[config.mk]
export PLATFORM = sky130hd
export DESIGN_NAME = pipeline_hazard_ctrl
export DESIGN_NICKNAME = d
export VERILOG_FILES = /design/src/rtl/pipeline_hazard_ctrl_pkg.sv /design/src/rtl/pipeline_hazard_ctrl_dmem_handshake_fsm.sv /design/src/rtl/pipeline_hazard_ctrl.sv
export SDC_FILE = /design/constraint.sdc
export NUM_CORES = 1
export LEC_CHECK = 0
export ABC_CLOCK_PERIOD_IN_PS = 3200
export CAP_MARGIN = 20
export CORE_UTILIZATION = 45
export CTS_BUF_LIST = sky130_fd_sc_hd__clkbuf_4
export DETAILED_ROUTE_END_ITERATION = 12
export HOLD_SLACK_MARGIN = 0.03
export PLACE_DENSITY = 0.86
export SYNTH_ARGS = -nofsm -noshare
export SYNTH_HDL_FRONTEND = slang
export SYNTH_HIERARCHICAL = 1
export SYNTH_SLANG_ARGS = --single-unit
[constraint.sdc]
create_clock -name clk -period 3.2 [get_ports clk]
set_clock_uncertainty 0.15 [all_clocks]
set_input_delay 0.64 -clock clk [delete_from_list [all_inputs] [get_ports clk]]
set_output_delay 0.64 -clock clk [all_outputs]
set_load 0.02 [all_outputs]
[src/rtl/pipeline_hazard_ctrl_pkg.sv]
// Shared types and constants for the pipeline stall/flush sequencer.
package pipe_ctrl_pkg;

  typedef enum logic {
    IDLE,
    WAIT
  } mem_state_t;

  localparam int REG_IDX_W = 5;
  localparam logic [REG_IDX_W-1:0] REG_X0 = '0;

  localparam int WAIT_CNT_W = 16;

  function automatic logic srcHit(
    input logic                 uses,
    input logic [REG_IDX_W-1:0] rs,
    input logic [REG_IDX_W-1:0] rd
  );
    return uses && (rs == rd);
  endfunction

endpackage

[src/rtl/pipeline_hazard_ctrl_dmem_handshake_fsm.sv]
// Data-memory req/ready handshake with wait counting and forced release.
module dmem_handshake_fsm
  import pipe_ctrl_pkg::*;
#(
  parameter int TIMEOUT = 64
) (
  input  logic clk,
  input  logic reset,
  input  logic memAccess,
  input  logic dmemReady,
  output logic dmemReq,
  output logic memStall,
  output logic forceBubble,
  output logic memTimeout
);

  localparam logic [WAIT_CNT_W-1:0] LIMIT =
    WAIT_CNT_W'(TIMEOUT);

  mem_state_t            state;
  logic [WAIT_CNT_W-1:0] waitCnt;
  logic                  atLimit;

  assign atLimit = (waitCnt == LIMIT);

  always_comb begin
    dmemReq     = 1'b0;
    memStall    = 1'b0;
    forceBubble = 1'b0;
    if (!reset) begin
      unique case (state)
        IDLE: begin
          dmemReq  = memAccess;
          memStall = memAccess && !dmemReady;
        end
        WAIT: begin
          dmemReq = 1'b1;
          if (!dmemReady) begin
            forceBubble = atLimit;
            memStall    = !atLimit;
          end
        end
      endcase
    end
  end

  always_ff @(posedge clk) begin
    if (reset) begin
      state      <= IDLE;
      waitCnt    <= '0;
      memTimeout <= 1'b0;
    end else begin
      unique case (state)
        IDLE: begin
          if (memAccess && !dmemReady) begin
            state   <= WAIT;
            waitCnt <= WAIT_CNT_W'(1);
          end
        end
        WAIT: begin
          if (dmemReady) begin
            state   <= IDLE;
            waitCnt <= '0;
          end else if (atLimit) begin
            // give up: release the pipeline, MEM/WB gets a bubble
            state      <= IDLE;
            waitCnt    <= '0;
            memTimeout <= 1'b1;
          end else begin
            waitCnt <= waitCnt + 1'b1;
          end
        end
      endcase
    end
  end

endmodule

[src/rtl/pipeline_hazard_ctrl.sv]
// Stall/flush sequencer for the 5-stage RV32 pipeline registers.
module pipeline_hazard_ctrl
  import pipe_ctrl_pkg::*;
#(
  parameter int TIMEOUT     = 64,
  parameter int STALL_CNT_W = 32
) (
  input  logic                   clk,
  input  logic                   reset,
  input  logic [REG_IDX_W-1:0]   id_rs1,
  input  logic [REG_IDX_W-1:0]   id_rs2,
  input  logic                   id_uses_rs1,
  input  logic                   id_uses_rs2,
  input  logic [REG_IDX_W-1:0]   ex_rd,
  input  logic                   ex_memRead,
  input  logic                   ex_branchTaken,
  input  logic                   mem_memRead,
  input  logic                   mem_memWrite,
  output logic                   dmem_req,
  input  logic                   dmem_ready,
  output logic                   pc_en,
  output logic                   ifid_en,
  output logic                   ifid_flush,
  output logic                   idex_en,
  output logic                   idex_flush,
  output logic                   exmem_en,
  output logic                   memwb_en,
  output logic                   memwb_bubble,
  output logic                   mem_timeout,
  output logic [STALL_CNT_W-1:0] stall_cycles
);

  logic memAccess;
  logic memStall;
  logic forceBubble;
  logic loadUse;
  logic selStall;
  logic selBranch;
  logic selLoadUse;

  assign memAccess = mem_memRead | mem_memWrite;

  dmem_handshake_fsm #(
    .TIMEOUT(TIMEOUT)
  ) uHandshake (
    .clk        (clk),
    .reset      (reset),
    .memAccess  (memAccess),
    .dmemReady  (dmem_ready),
    .dmemReq    (dmem_req),
    .memStall   (memStall),
    .forceBubble(forceBubble),
    .memTimeout (mem_timeout)
  );

  assign loadUse = ex_memRead
    && (ex_rd != REG_X0)
    && (srcHit(id_uses_rs1, id_rs1, ex_rd)
     || srcHit(id_uses_rs2, id_rs2, ex_rd));

  assign selStall   = memStall;
  assign selBranch  = !memStall && ex_branchTaken;
  assign selLoadUse = !memStall && !ex_branchTaken
                   && loadUse;

  always_comb begin
    pc_en        = 1'b1;
    ifid_en      = 1'b1;
    ifid_flush   = 1'b0;
    idex_en      = 1'b1;
    idex_flush   = 1'b0;
    exmem_en     = 1'b1;
    memwb_en     = 1'b1;
    memwb_bubble = 1'b0;
    if (!reset) begin
      memwb_bubble = forceBubble;
      unique case (1'b1)
        selStall: begin
          pc_en        = 1'b0;
          ifid_en      = 1'b0;
          idex_en      = 1'b0;
          exmem_en     = 1'b0;
          memwb_bubble = 1'b1;
        end
        selBranch: begin
          ifid_flush = 1'b1;
          idex_flush = 1'b1;
        end
        selLoadUse: begin
          pc_en      = 1'b0;
          ifid_en    = 1'b0;
          idex_flush = 1'b1;
        end
        default: ;
      endcase
    end
  end

  always_ff @(posedge clk) begin
    if (reset) begin
      stall_cycles <= '0;
    end else if (!pc_en && !(&stall_cycles)) begin
      stall_cycles <= stall_cycles + 1'b1;
    end
  end

endmodule

==> reports/results.md <==
| Result | Value | Unit |
|:---|:---|:---|
| Run status | completed | - |
| Critical path type | primary input to output pin | - |
| Number of flops mapped to enable cells by yosys | 0 | - |
| Worst-case clock buffer depth | 2 | - |
| Leading area contributor after synthesis | sky130_fd_sc_hd__dfxtp_1 | - |
| Vias per cell | 5.977 | - |
| Setup WS post-layout | 0.01515 | ns |
| Final critical delay including setup and external delays | 3.185 | ns |
| Clock tree from TritonCTS | yes | - |
| Detailed placement HPWL | 5928 | um |
| Antenna Diode Count | 0 | - |
| Core box area | 0.006386 | sq mm |
| Pin count of the biggest net entering global routing | 39 | - |
| Worst hold path class | flip-flop to flip-flop | - |
| Placer Congestion | 0.8524 | - |
| Standard cell with the maximum stage delay on the critical path | sky130_fd_sc_hd__clkdlybuf4s50_1 | - |
| RSZ-0062 raised after global routing | yes | - |
| Required time worst endpoint | 2.41 | ns |
| Avg Cell Area, Syn | 8.569 | sq um |
| Sequential fraction of the synthesis area | 33.38 | % |
| Syn Nets | 377 | - |
| Total number of vias | 3102 | - |
| Num ports | 66 | - |
| Rel. slew slack | 57.06 | % |
| Final Routed Wirelength | 8154 | um |
| Slew of the pin with the lowest slew margin | 0.6435 | ns |
| Placement row count | 29 | - |
| CTS Root Cell | sky130_fd_sc_hd__clkbuf_4 | - |
| Share of the core filled with cells | 63.42 | % |
| Clock transition time at the flip-flop clock pins of the worst setup and hold paths | 0.13 | ns |
| Endpoints failing setup | 0 | - |
| Width of the chip | 83.64 | um |
| Syn Inst Count | 350 | - |
| Max-capacitance violation count | 0 | - |
| Number of distinct library cell variants in the gate-level netlist after synthesis | 68 | - |
| Cells along the critical path | clkdlybuf4s50_1, or2_2, nor2_2, nor4_1, buf_4, nor4b_4, o21ai_2, inv_2, a21o_1, buf_6 | - |
| Insertion delay of the later-clocked pin in the worst-skew pair | 0.38 | ns |
| Most frequently used cell type in the post-synthesis netlist | sky130_fd_sc_hd__dfxtp_1 | - |
| Pwr per Cell Area | 266.3 | mW/mm^2 |
| CTS Hold Buffers Added | 0 | - |
| Startpoint of the tightest hold check path | uHandshake/memTimeout | - |
| Number of max-slew violations in the final report | 0 | - |
| Max Freq | 314.0 | MHz |
| Synthesis warning total | 6 | - |
| Top cells by area in the synthesized netlist | sky130_fd_sc_hd__dfxtp_1 (33%), sky130_fd_sc_hd__or4_1 (4.3%), sky130_fd_sc_hd__nand2_1 (3.1%) | - |
| Crit path launch type | primary input | - |
| Startpoint of the worst register-to-register path | uHandshake/waitCnt[1] | - |
| Via count of the first global-routing pass | 3046 | - |
| Number of violations reported at the end of detailed-routing iteration 0 | 176 | - |
| Routed length on met1 | 3629 | um |
| Cts bufs inserted | 5 | - |
| Pre-CTS WS | -0.5927 | ns |
| Synth cell count leaders | sky130_fd_sc_hd__dfxtp_1 (50), sky130_fd_sc_hd__nand2_1 (25), sky130_fd_sc_hd__nor2_1 (23), sky130_fd_sc_hd__a21oi_1 (18), sky130_fd_sc_hd__or4_1 (17) | - |
| Overall overflow remaining after global route | 0 | - |
| Highest fanout seen on the critical path | 4 | - |
| Instance area at placement | 0.003870 | sq mm |
| Worst vdd ir | 244.6 | uV |
| CP Buf/Inv Count | 4 | - |
| Level count of the clock H-tree | 2 | - |
| DRC violations left | 0 | - |
| Wire length of the first global-routing pass | 13420 | um |
| Met3 wire length | 375 | um |
| Worst path max stage delay | 0.39 | ns |
| Endpoint kind of the worst setup timing path | output pin | - |
| Final instance area | 0.004050 | sq mm |
| Antenna violations before repair | 0 | - |
| Post-route fraction of the period consumed by the critical path | 99.53 | % |
| Met2 wire length | 3982 | um |
| Portion of synthesized cell area occupied by the leading cell type | 33.38 | % |
| IO Port Bufs | 64 | - |
| GRT Resource Usage Total | 23.02 | % |
| TritonRoute pass-1 iters | 4 | - |
| Routed len/inst | 15.71 | um |
| Share of synthesized flip-flops with an asynchronous set or reset | 0 | % |
| Remaining antenna violation count after routing | 0 | - |
| Standby leakage power | 0.001444 | uW |
| Crit-path leading delay family | buffers and inverters | - |
| Clock sink total | 50 | - |
| Vert. Die Dim | 83.64 | um |
| Primary FF master, synth | sky130_fd_sc_hd__dfxtp_1 | - |
| Critical path startpoint | mem_memWrite | - |
| Layout cells sized above 1 | 21.72 | % |
| Final net count | 468 | - |
| Starting density of the core | 46.96 | % |
| Endpoints failing hold | 0 | - |
| Arrival @ worst endpoint | 2.39 | ns |
| Highest metal layer with signal wires | met4 | - |
| Number of register bits inferred by synthesis | 50 | - |
| Die ar. | 0.006995 | sq mm |
| Signed area change from the synthesized netlist to the final layout | 35.04 | % |
| Area of the mapped netlist | 0.002999 | sq mm |
-- report_power, final --
part / total, uW / switching (uW) / internal, uW / leakage (uW)
sequential: 630 / 3.91 / 626 / 0.000403
clock: 289 / 206 / 82.2 / 0.0000286
combinational: 160 / 80.9 / 78.9 / 0.00101
-- registers in the layout (all words and copies together) (netlist names) --
register and count:
uHandshake/waitCnt 16, stall_cycles 32, uHandshake/memTimeout 1, uHandshake/state 1
-- kinds of logic (layout without fill, tap and decap cells) --
logic type,count (synthesis),in the layout,synth area share [%]
AOI/OAI and AO/OA,77,77,19.27
xor gates and xnor gates,18,18,5.257
adders and majority gates,3,3,1.252
buffers and inverters,35,127,6.132
DFF,50,50,33.38
muxes,9,9,3.171
other,1,1,0.1250
and+or+nand+nor,157,157,31.41
-- routing by layer --
layer  global-route usage [%]  vias to the layer above
li1                         -                     1507
met1                    28.25                     1485
met2                    39.69                       93
met3                    4.649                       17
met4                    8.475                        0
met5                        0                        -
-- cell type report --
type	instances	area (sq um)
Tap cell	77	96.34
Clock buffer	5	37.54
Fill cell	526	2336
Clock inverter	3	16.27
Sequential cell	50	1002
Timing Repair Buffer	107	955.9
Multi-Input combinational cell	265	1897
Inverter	12	45.04
-- path summary, 6_finish.rpt --
check	end	slack, ns	depth (start not counted)
min	uHandshake/memTimeout	0.31	2
max	idex_flush	0.02	10
min reg2reg	uHandshake/memTimeout	0.31	2
max reg2reg	stall_cycles[23]	0.09	13
-- per-stage QoR --
| stage | TNS (ns) | hold WS [ns] | total power, uW | cells |
|---|---|---|---|---|
| floorplan | 0 | 0.3297 | 718.7 | 350 |
| global placement | -6.618 | 0.2835 | 786.6 | 505 |
| detailed placement | -10.81 | 0.2899 | 792.2 | 505 |
| CTS | 0 | 0.3098 | 1082 | 515 |
| global route | -0.3843 | 0.3484 | 1127 | 519 |
| finish | 0 | 0.3060 | 1078 | 519 |
-- layout by cell type, fill, tap and decap left out, types with 5 or more instances in the layout --
master / n
sky130_fd_sc_hd__inv_1: 9
sky130_fd_sc_hd__or4_1: 17
sky130_fd_sc_hd__nand4_1: 13
sky130_fd_sc_hd__nor4_1: 7
sky130_fd_sc_hd__a21oi_1: 18
sky130_fd_sc_hd__and3_1: 8
sky130_fd_sc_hd__o211ai_1: 5
sky130_fd_sc_hd__dfxtp_1: 49
sky130_fd_sc_hd__o31ai_1: 11
sky130_fd_sc_hd__clkdlybuf4s50_1: 56
sky130_fd_sc_hd__clkbuf_4: 5
sky130_fd_sc_hd__nand3_1: 13
sky130_fd_sc_hd__xnor2_1: 10
sky130_fd_sc_hd__nand2_1: 25
sky130_fd_sc_hd__nor3_1: 10
sky130_fd_sc_hd__mux2i_1: 5
sky130_fd_sc_hd__o2111ai_1: 8
sky130_fd_sc_hd__nor2b_1: 7
sky130_fd_sc_hd__or3_1: 5
sky130_fd_sc_hd__or2_2: 7
sky130_fd_sc_hd__buf_4: 43
sky130_fd_sc_hd__xor2_1: 8
sky130_fd_sc_hd__nor2_1: 21
-- tightest hold or removal path: stages (launching register included) --
cell	delay, ns
sky130_fd_sc_hd__dfxtp_1	0.33
sky130_fd_sc_hd__inv_1	0.05
sky130_fd_sc_hd__a21oi_1	0.05
-- what timing repair did --
action | in CTS | in global routing
pin swaps | 2 | 3
setup buffers | 2 | 4
gates resized for setup | 34 | 7
endpoints found under the setup margin | 24 | 18
No activity file was read; power rests on OpenSTA's default activity.
